**src/rtl/redmule_pkg.sv**
```systemverilog
// Shared RedMulE types: array geometry, FP format helpers, W-scheduler FSM state and job config.
// Consumed by redmule_w_sched (optional perf counter enabled by REDMULE_W_SCHED_PERF_EN).
package redmule_pkg;

  localparam int unsigned ARRAY_HEIGHT = 4;

  typedef enum logic [1:0] {
    FP8  = 2'd0,
    FP16 = 2'd1,
    FP32 = 2'd2
  } fp_format_e;

  function automatic int unsigned fp_width(input fp_format_e fmt);
    case (fmt)
      FP8:     return 8;
      FP16:    return 16;
      FP32:    return 32;
      default: return 16;
    endcase
  endfunction

  // Config field widths match the scheduler's default geometry.
  localparam int unsigned CFG_CNT_W = 16;
  localparam int unsigned CFG_HGT_W = $clog2(ARRAY_HEIGHT) + 1;

  typedef enum logic [1:0] {
    IDLE   = 2'd0,
    FILL   = 2'd1,
    STREAM = 2'd2,
    DONE   = 2'd3
  } w_sched_state_e;

  typedef struct packed {
    logic [CFG_CNT_W-1:0] n_tiles;
    logic [CFG_HGT_W-1:0] last_height;
    logic [CFG_CNT_W-1:0] last_width;
  } w_sched_cfg_t;

endpackage

```
**src/rtl/redmule_w_sched.sv**
```systemverilog
// W-operand scheduler: fills H buffer rows per tile, then streams D shifts to the engine.
// Define REDMULE_W_SCHED_PERF_EN to build the saturating stall counter on stall_cnt_o.
module redmule_w_sched
  import redmule_pkg::*;
#(
  parameter int unsigned H     = ARRAY_HEIGHT,
  parameter int unsigned D     = 288 / fp_width(FP16),
  parameter int unsigned CNT_W = 16
) (
  input  logic                 clk_i,
  input  logic                 rst_ni,
  input  logic                 clear_i,
  input  logic                 start_i,
  input  logic [CNT_W-1:0]     n_tiles_i,
  input  logic [$clog2(H):0]   last_height_i,
  input  logic [CNT_W-1:0]     last_width_i,
  input  logic                 w_valid_i,
  output logic                 w_ready_o,
  input  logic                 shift_req_i,
  output logic                 shift_gnt_o,
  output logic                 buf_load_o,
  output logic                 buf_shift_o,
  output logic                 buf_clear_o,
  output logic [$clog2(H):0]   buf_height_o,
  output logic [CNT_W-1:0]     buf_width_o,
  output logic                 busy_o,
  output logic                 done_o,
  output logic [31:0]          stall_cnt_o
);

  localparam int unsigned HW = $clog2(H) + 1;
  localparam int unsigned DW = $clog2(D) + 1;

  w_sched_state_e r_state;
  w_sched_cfg_t   r_cfg;
  logic [HW-1:0]    r_row_cnt;
  logic [DW-1:0]    r_shift_cnt;
  logic [CNT_W-1:0] r_tile_cnt;

  logic             w_fill;
  logic             w_stream;
  logic             w_start;
  logic             w_last_tile;
  logic [CNT_W-1:0] w_n_tiles;

  assign w_fill      = (r_state == FILL);
  assign w_stream    = (r_state == STREAM);
  assign w_start     = (r_state == IDLE) && start_i;
  assign w_n_tiles   = CNT_W'(r_cfg.n_tiles);
  assign w_last_tile = (r_tile_cnt == w_n_tiles - CNT_W'(1));

  // clear_i overrides any handshake in flight so the buffer never sees a half-accepted beat.
  assign w_ready_o    = w_fill && !clear_i;
  assign buf_load_o   = w_valid_i && w_ready_o;
  assign shift_gnt_o  = w_stream && shift_req_i && !clear_i;
  assign buf_shift_o  = shift_gnt_o;
  assign buf_clear_o  = clear_i || w_start;
  assign busy_o       = (r_state != IDLE);
  assign done_o       = (r_state == DONE) && !clear_i;

  assign buf_height_o = !(w_fill || w_stream) ? '0 :
                        w_last_tile ? HW'(r_cfg.last_height) : HW'(H);
  assign buf_width_o  = !(w_fill || w_stream) ? '0 :
                        w_last_tile ? CNT_W'(r_cfg.last_width) : CNT_W'(D);

  // NOTE: sequential state uses non-blocking assignments so every flop samples pre-edge values.
  always_ff @(posedge clk_i or negedge rst_ni) begin
    if (!rst_ni) begin
      r_state     <= IDLE;
      r_cfg       <= '0;
      r_row_cnt   <= '0;
      r_shift_cnt <= '0;
      r_tile_cnt  <= '0;
    end else if (clear_i) begin
      r_state     <= IDLE;
      r_row_cnt   <= '0;
      r_shift_cnt <= '0;
      r_tile_cnt  <= '0;
    end else begin
      case (r_state)
        IDLE: begin
          if (start_i) begin
            r_cfg.n_tiles     <= CFG_CNT_W'(n_tiles_i);
            r_cfg.last_height <= CFG_HGT_W'(last_height_i);
            r_cfg.last_width  <= CFG_CNT_W'(last_width_i);
            r_row_cnt         <= '0;
            r_shift_cnt       <= '0;
            r_tile_cnt        <= '0;
            r_state           <= (n_tiles_i == '0) ? DONE : FILL;
          end
        end
        FILL: begin
          if (buf_load_o) begin
            if (r_row_cnt == HW'(H - 1)) begin
              r_row_cnt <= '0;
              r_state   <= STREAM;
            end else begin
              r_row_cnt <= r_row_cnt + HW'(1);
            end
          end
        end
        STREAM: begin
          if (shift_gnt_o) begin
            if (r_shift_cnt == DW'(D - 1)) begin
              r_shift_cnt <= '0;
              r_tile_cnt  <= r_tile_cnt + CNT_W'(1);
              r_state     <= w_last_tile ? DONE : FILL;
            end else begin
              r_shift_cnt <= r_shift_cnt + DW'(1);
            end
          end
        end
        DONE:    r_state <= IDLE;
        default: r_state <= IDLE;
      endcase
    end
  end

`ifdef REDMULE_W_SCHED_PERF_EN
  logic [31:0] r_stall_cnt;
  logic        w_stall;

  assign w_stall = (w_fill && !w_valid_i) || (w_stream && !shift_req_i);

  always_ff @(posedge clk_i or negedge rst_ni) begin
    if (!rst_ni) begin
      r_stall_cnt <= '0;
    end else if (clear_i || w_start) begin
      r_stall_cnt <= '0;
    end else if (w_stall && (r_stall_cnt != '1)) begin
      r_stall_cnt <= r_stall_cnt + 32'd1;
    end
  end

  assign stall_cnt_o = r_stall_cnt;
`else
  assign stall_cnt_o = '0;
`endif

endmodule

```
**config.mk**
```make
export PLATFORM = sky130hd
export DESIGN_NAME = redmule_w_sched
export DESIGN_NICKNAME = d
export VERILOG_FILES = /design/src/rtl/redmule_pkg.sv /design/src/rtl/redmule_w_sched.sv
export SDC_FILE = /design/constraint.sdc
export NUM_CORES = 1
export LEC_CHECK = 0
export CAP_MARGIN = 20
export CORE_ASPECT_RATIO = 0.8
export CORE_MARGIN = 10
export CORE_UTILIZATION = 53
export CTS_CLUSTER_SIZE = 10
export DETAILED_ROUTE_END_ITERATION = 8
export PLACE_DENSITY = 0.89
export RECOVER_POWER = 100
export REMOVE_ABC_BUFFERS = 1
export SYNTH_ARGS = -nofsm -noshare
export SYNTH_HDL_FRONTEND = slang
export SYNTH_SLANG_ARGS = --single-unit
```
**constraint.sdc**
```tcl
create_clock -name clk_i -period 5.5 [get_ports clk_i]
set_input_delay 0.825 -clock clk_i [delete_from_list [all_inputs] [get_ports clk_i]]
set_output_delay 0.825 -clock clk_i [all_outputs]
set_load 0.1 [all_outputs]
```
# == Word level (Yosys, flattened, before mapping) ==
# Cells that the tools add are included.
# op_classes
add_sub_neg,4
n_eq_ne,11
mux,28
n_bitwise,1
n_reduce_logical,19
# ops
cell,n
$mux 16,6
$pmux 16 s2,1
$mux 6,4
$mux 3,6
$add 16x1->16 const B,1
$eq 16x16->1,1
$logic_not 16->1,1
$mux 2,8
$sub 16x1->16 const B,1
$pmux 6 s2,1
$ne 3x3->1 const B,3
$reduce_and 3->1,3
$pmux 2 s4,1
$add 6x1->6 const B,1
$eq 6x5->1 const B,1
$logic_and 1x1->1,6
$ne 3x2->1 const B,2
$pmux 3 s2,1
$reduce_bool 3->1,2
$reduce_and 5->1,1
$eq 2x2->1 const B,2
$reduce_and 4->1,1
$add 3x1->3 const B,1
$eq 3x2->1 const B,1
6 further kinds,7
# word_totals
regBits,62
inputBits,41
word_cells,70

# == Depth between registers and ports, before layout ==
# logic_depth
ltp_word,7
ltp_mapped,9
ltp_nobuf,8

# == Worst setup path after synthesis ==
# Ideal clock, no wire load.
# synth_timing
path_kind,register to output
from,"reg r_cfg, in the netlist w_n_tiles[0]"
to,out buf_width_o[10]
t_arrival_ns,4.278
required_time_ns,4.675
setup_slack_ns,0.397
stages_incl_launch_ff,10
path_buffers,1
cell_sequence,dfrtp_1 -> inv_1 -> ha_1 -> or4b_4 -> nor2_4 -> and3_1 -> o221ai_1 -> or4_4 -> buf_4 -> nor3_1
# synth_via
elab_chain_len,4
# synth_lines
item,line,rtl
start: declaration,redmule_w_sched.sv:35,w_sched_cfg_t r_cfg;
$sub 16x1->16,redmule_w_sched.sv:50,assign w_last_tile = (r_tile_cnt == w_n_tiles - CNT_W'(1));
$eq 16x16->1,redmule_w_sched.sv:50,
$mux 16,redmule_w_sched.sv:64,w_last_tile ? CNT_W'(r_cfg.last_width) : CNT_W'(D);
$mux 16,redmule_w_sched.sv:63,assign buf_width_o = !(w_fill || w_stream) ? '0 :
end: declaration,redmule_w_sched.sv:25,"output logic [CNT_W-1:0] buf_width_o,"
# Every way passes these cells.

# == Worst setup path after layout ==
# layout_timing
from,"reg r_cfg, in the netlist w_n_tiles[0]"
to,out buf_width_o[4]
# The elaborated chain is that of the path after synthesis.

==> metrics.cfg <==
[status]
status = finished, violations left
violations = max-capacitance violations, max-slew violations

[detailed_routing]
drc = 0
num_vias = 2922
wl_mm = 9.098
routed_via_density = 5.441
ant_nets = 0
post_drt_wl_per_cell_um = 16.94
drtPass1Iterations = 4
drt_iter0_drc = 157

[placed_design]
pre_cts_ws_ps = 1574
place_congestion = 0.8218
dp_hpwl_mm = 6.817
dp.cells = 521
io_buffers = 66

[grt]
grt_antenna_before_repair = 0
grt_pass1_wl_mm = 14.80
grt_usage_pct = 16.54
grt_start_max_net_pins = 63
grt_overflow = 0
grt_pass1_vias = 2961

[worst_setup_path]
cp-startpoint = w_n_tiles[0]
cp.arrival_ps = 3820
regToRegStartpoint = w_n_tiles[0]
cp-start-kind = register
setup.worst_path.end_class = output port
critPathRequiredTime_ps = 4680
path_max_fanout = 20
criticalPathCategory = reg2out

[hold_path]
worstHoldPathType = reg2reg
min_from = r_row_cnt[1]

[clock_tree]
cts_setup_buffers = 0
cts_resized = 0
path_clk_slew_ps = 70
htree_levels = 3
clockRootBuffer = clkbuf_8
cts_tree = yes
clock_sinks = 62
cts.path.max_buffers = 2
insertion_delay_ps = 340
cts_buffers = 9
cts_hold_buf = 0

[sta]
fin_crit_sh_pct = 84.41
rsz0062_at_grt = no
tightest_slew_ps = 3226
worst_slack_ps = 857.7
fin_skew_ps = 7.153
timing.fmax_mhz = 215.4
slew_viol_final = 99
hold_viol = 0
tns_ps = 0
slew-limit-headroom_pct = -115.1
period_needed_ps = 4642
setup_viol = 0
holdWs_ps = 505.5

[pwr]
total_power_mw = 2.252
leakagePower_nw = 1.937
peakVddDrop_uv = 529.7
powerDensity_nw_per_um2 = 502.9

[synthesis]
syn_avg_cell_area_um2 = 9.854
syn_area_um2 = 3735
synth-seq-cells = 62
synth_cell_types = 47
synth-seq-area-share_pct = 41.54
synth-edff-count = 0
async_reset_ff_share_pct = 100.0
yosys_warnings = 0
synth_cells = 379
dominantRegCellSynth = dfrtp_1

[floorplan]
num_rows = 27
die_h_um = 95.08
die_x_um = 113.9
die_area_um2 = 10830
io_pins = 99
core_um2 = 6858
start_util_pct = 54.46

[final_layout]
drive_gt1_share_pct = 16.22
final_cells = 537
layout_commonest_cell = dfrtp_1
diodes = 0
layout_common_cells = dfrtp_1, clkdlybuf4s50_1, mux2_2
area_growth_pct = 19.90
finish.net_count = 495

[flow_run]
max-cap-violations = 2

-- layout make-up --
type / count / area [um^2]
inverters: 13 / 48.80
clock buffers: 12 / 145.1
flip-flops and latches: 62 / 1551
well taps: 87 / 108.9
repair buffers: 69 / 611.8
clock inverters: 4 / 70.07
fillers: 541 / 2380
multi-input cells: 290 / 1942
-- cell usage after synthesis, drive strengths merged (7+ instances only) --
cell type	count	area share (%)
dfrtp	62	42
buf	36	7.3
mux2	35	11
nand2	31	3.1
nor2	31	3.3
nor3	24	3.4
xor2	20	4.7
xnor2	16	3.8
inv	13	1.3
nand3	12	1.6
a21oi	9	1.2
clkbuf	9	0.90
ha	9	3.0
nor4	9	1.5
nand2b	7	1.2
-- power breakdown --
part	switching [mW]	total, mW	internal (mW)
Sequential	0.141	0.741	0.600
Combinational	0.721	1.07	0.349
Clock	0.174	0.441	0.266
Total	1.04	2.25	1.22
-- metal layers --
| metal | vias to the layer above | global-route usage (%) | wire (um) |
|---|---|---|---|
| met2 | 95 | 27.43 | 4416 |
| met1 | 1425 | 19.83 | 3780 |
| met4 | 0 | 4.479 | 122 |
| met5 | - | 0 | 0 |
| met3 | 14 | 6.403 | 778 |
| li1 | 1388 | - | - |
-- worst paths after layout --
| kind | end | slack, ps | cells past startpoint |
|---|---|---|---|
| worst min-delay path | r_row_cnt[1] | 510 | 1 |
| worst min register to register | r_row_cnt[1] | 510 | 1 |
| worst max-delay path | buf_width_o[4] | 860 | 9 |
| worst max register to register | r_state[1] | 2510 | 8 |
| min in group asynchronous | r_tile_cnt[13] | 1660 | 2 |
| max in group asynchronous | r_tile_cnt[8] | 2020 | 2 |
-- kinds of logic (layout without fill, tap and decap cells) --
group                      count (synthesis)  after routing  synth area share, %
adders and majority gates                  9              9                3.015
and+or+nand+nor                          138            138                18.79
buffers and inverters                     58             98                9.480
other                                      1             32               0.1004
DFF                                       62             62                41.54
xor gates and xnor gates                  36             36                8.442
muxes                                     36             36                10.82
AOI/OAI and AO/OA                         39             39                7.806
-- state kept, by name, summed over array words and instances, names as in the netlist --
signal,cells
r_cfg,19
r_row_cnt,3
r_shift_cnt,6
r_state,2
r_tile_cnt,16
w_n_tiles,16
-- through the flow --
stage,cell area [um^2],util (%)
6_report,4478,65.30
5_1_grt,4478,65.30
4_1_cts,4501,65.63
3_5_place_dp,4285,62.49
3_3_place_gp,4285,62.49
2_1_floorplan,3546,-
-- worst max-delay path, cell delays in order (launching register included) --
cell and delay (ps):
dfrtp_1 440, inv_1 90, ha_1 210, or4b_4 520, nor2_4 140, and3_1 170
o221ai_1 100, or4_1 910, o31a_1 390, clkbuf_1 510
Power figures use the tool's default switching activity.
==> RTL change (same flow settings) <==
The parameter `CNT_W` goes from 16 to 18.
--- a/src/rtl/redmule_w_sched.sv
+++ b/src/rtl/redmule_w_sched.sv
@@ -6,5 +6,5 @@
   parameter int unsigned H     = ARRAY_HEIGHT,
   parameter int unsigned D     = 288 / fp_width(FP16),
-  parameter int unsigned CNT_W = 16
+  parameter int unsigned CNT_W = 18
 ) (
   input  logic                 clk_i,
Ports: changed (resized buf_width_o, last_width_i and n_tiles_i); port bits go from 99 to 105. The function was not compared with the original's and may differ.
==> RTL change against the unedited design <==
- the run still ends with capacitance limit, slew limit left
- cell area increased by 7.6%
- area after synthesis increased by 9.1%
- clock skew is 3.4 ps higher
- core utilization is 0.41 points lower
- sequential cell count up 2
- power increased by 1.3%
- wire length grew 13%
- die area increased by 7.3%
- worst setup slack worse by 260 ps
- register-to-register slack lost 110 ps
- synthesized cell count increased by 13%
- clock power increased by 5.7%
- largest power group unchanged
- maximum frequency down 5.2%
==> RTL change: results (changes against the unedited design) <==
metric;value;unit;change
nClkBuffers;10;;-2
grt_max_degree;65;;+3.2%
seq_share;0.332;;-0.0142
clock_skew;10.5;ps;+3.38 ps
wl;10300;um;+13%
dp_cells;583;;+12%
synth.area.top_cells;dfrtp_1 (39%), mux2_2 (9.7%), buf_4 (6.4%);;
peakVddDrop;465;uV;-12%
cp.arrival;4070;ps;+250 ps
whs;502;ps;-3.74 ps
drive_gt1_frac;0.152;;-0.0107
nWellTaps;105;;+21%
muxShareOfSynthArea;0.107;;-0.00167
critical-path-max-stage-delay;720;ps;-190 ps
slowest_stage;nand4_1;;
clkCellAreaFrac;0.0478;;-0.000291
synth_compound_area_frac;0.0725;;-0.00560
yosysUniqueCellTypes;48;;+2.1%
gp_congestion;0.836;;+1.8%
p_int;1.24;mW;+1.8%
utilization;0.649;;-0.00406
slew_headroom;-1.23;;-0.0814
diodes;0;;unchanged
violations;capacitance limit, slew limit;;
nFillCells;587;;+8.5%
ys_ff_latch;64;;+3.2%
syn_area_per_cell;9.52;um^2;-3.4%
viasPerCell;5.61;;+3.1%
grt.total_usage;0.173;;+0.00788
seq_power_share;0.341;;+0.012
min_delay_path_depth;2;;+1
insertion_delay;360;ps;+20 ps
buffers;74;;+7.2%
cap_violations;2;;unchanged
seq_area_frac_synth;0.393;;-0.0224
firstDrtPassIters;5;;+1
preCtsSetupSlack;1210;ps;-362 ps
synth_fa_ha_area_frac;0.0276;;-0.00252
path_clk_slew;70;ps;about the same
vias;3366;;+15%
place_area;4640;um^2;+8.4%
outcome;complete, but fails checks;;
reg2reg_depth;6;;-2
report.final.slew_viol_count;101;;+2.0%
p_leak;2.07;nW;+6.9%
port_buffers;68;;+3.0%
dpl.hpwl;7440;um;+9.2%
grt_pass1_wl;17100;um;+15%
final_nets;544;;+9.9%
switching_share;0.458;;-0.00259
pwr-share-clk;0.204;;+0.008
r2r_slack;2400;ps;-110 ps
## RTL change: cell types whose count changed after synthesis, moves of 7 or more
cell	change
and3_1	+7
clkbuf_1	+9
nand4_1	+11
nor3_1	-13
nor4_1	+13
o21ai_0	+9
## RTL change: metal layers
layer,vias up,share of wire,track usage
met2,139,0.47,0.275
met5,-,0,0
li1,1569,-,-
met1,1639,0.42,0.214
met4,0,0.018,0.0512
met3,19,0.092,0.0690
## RTL change: worst max path at each step
stage / from / end / slack [ps] / depth (start not counted)
after floorplan: r_cfg[29] / buf_height_o[0] / -470 / 6
after global placement: r_cfg[21] / buf_width_o[1] / 1340 / 7
after detailed placement: r_cfg[21] / buf_width_o[14] / 1210 / 7
after CTS: r_cfg[21] / buf_width_o[14] / 780 / 7
after global routing: r_cfg[21] / buf_width_o[8] / 330 / 7
final: r_cfg[21] / buf_width_o[0] / 600 / 7
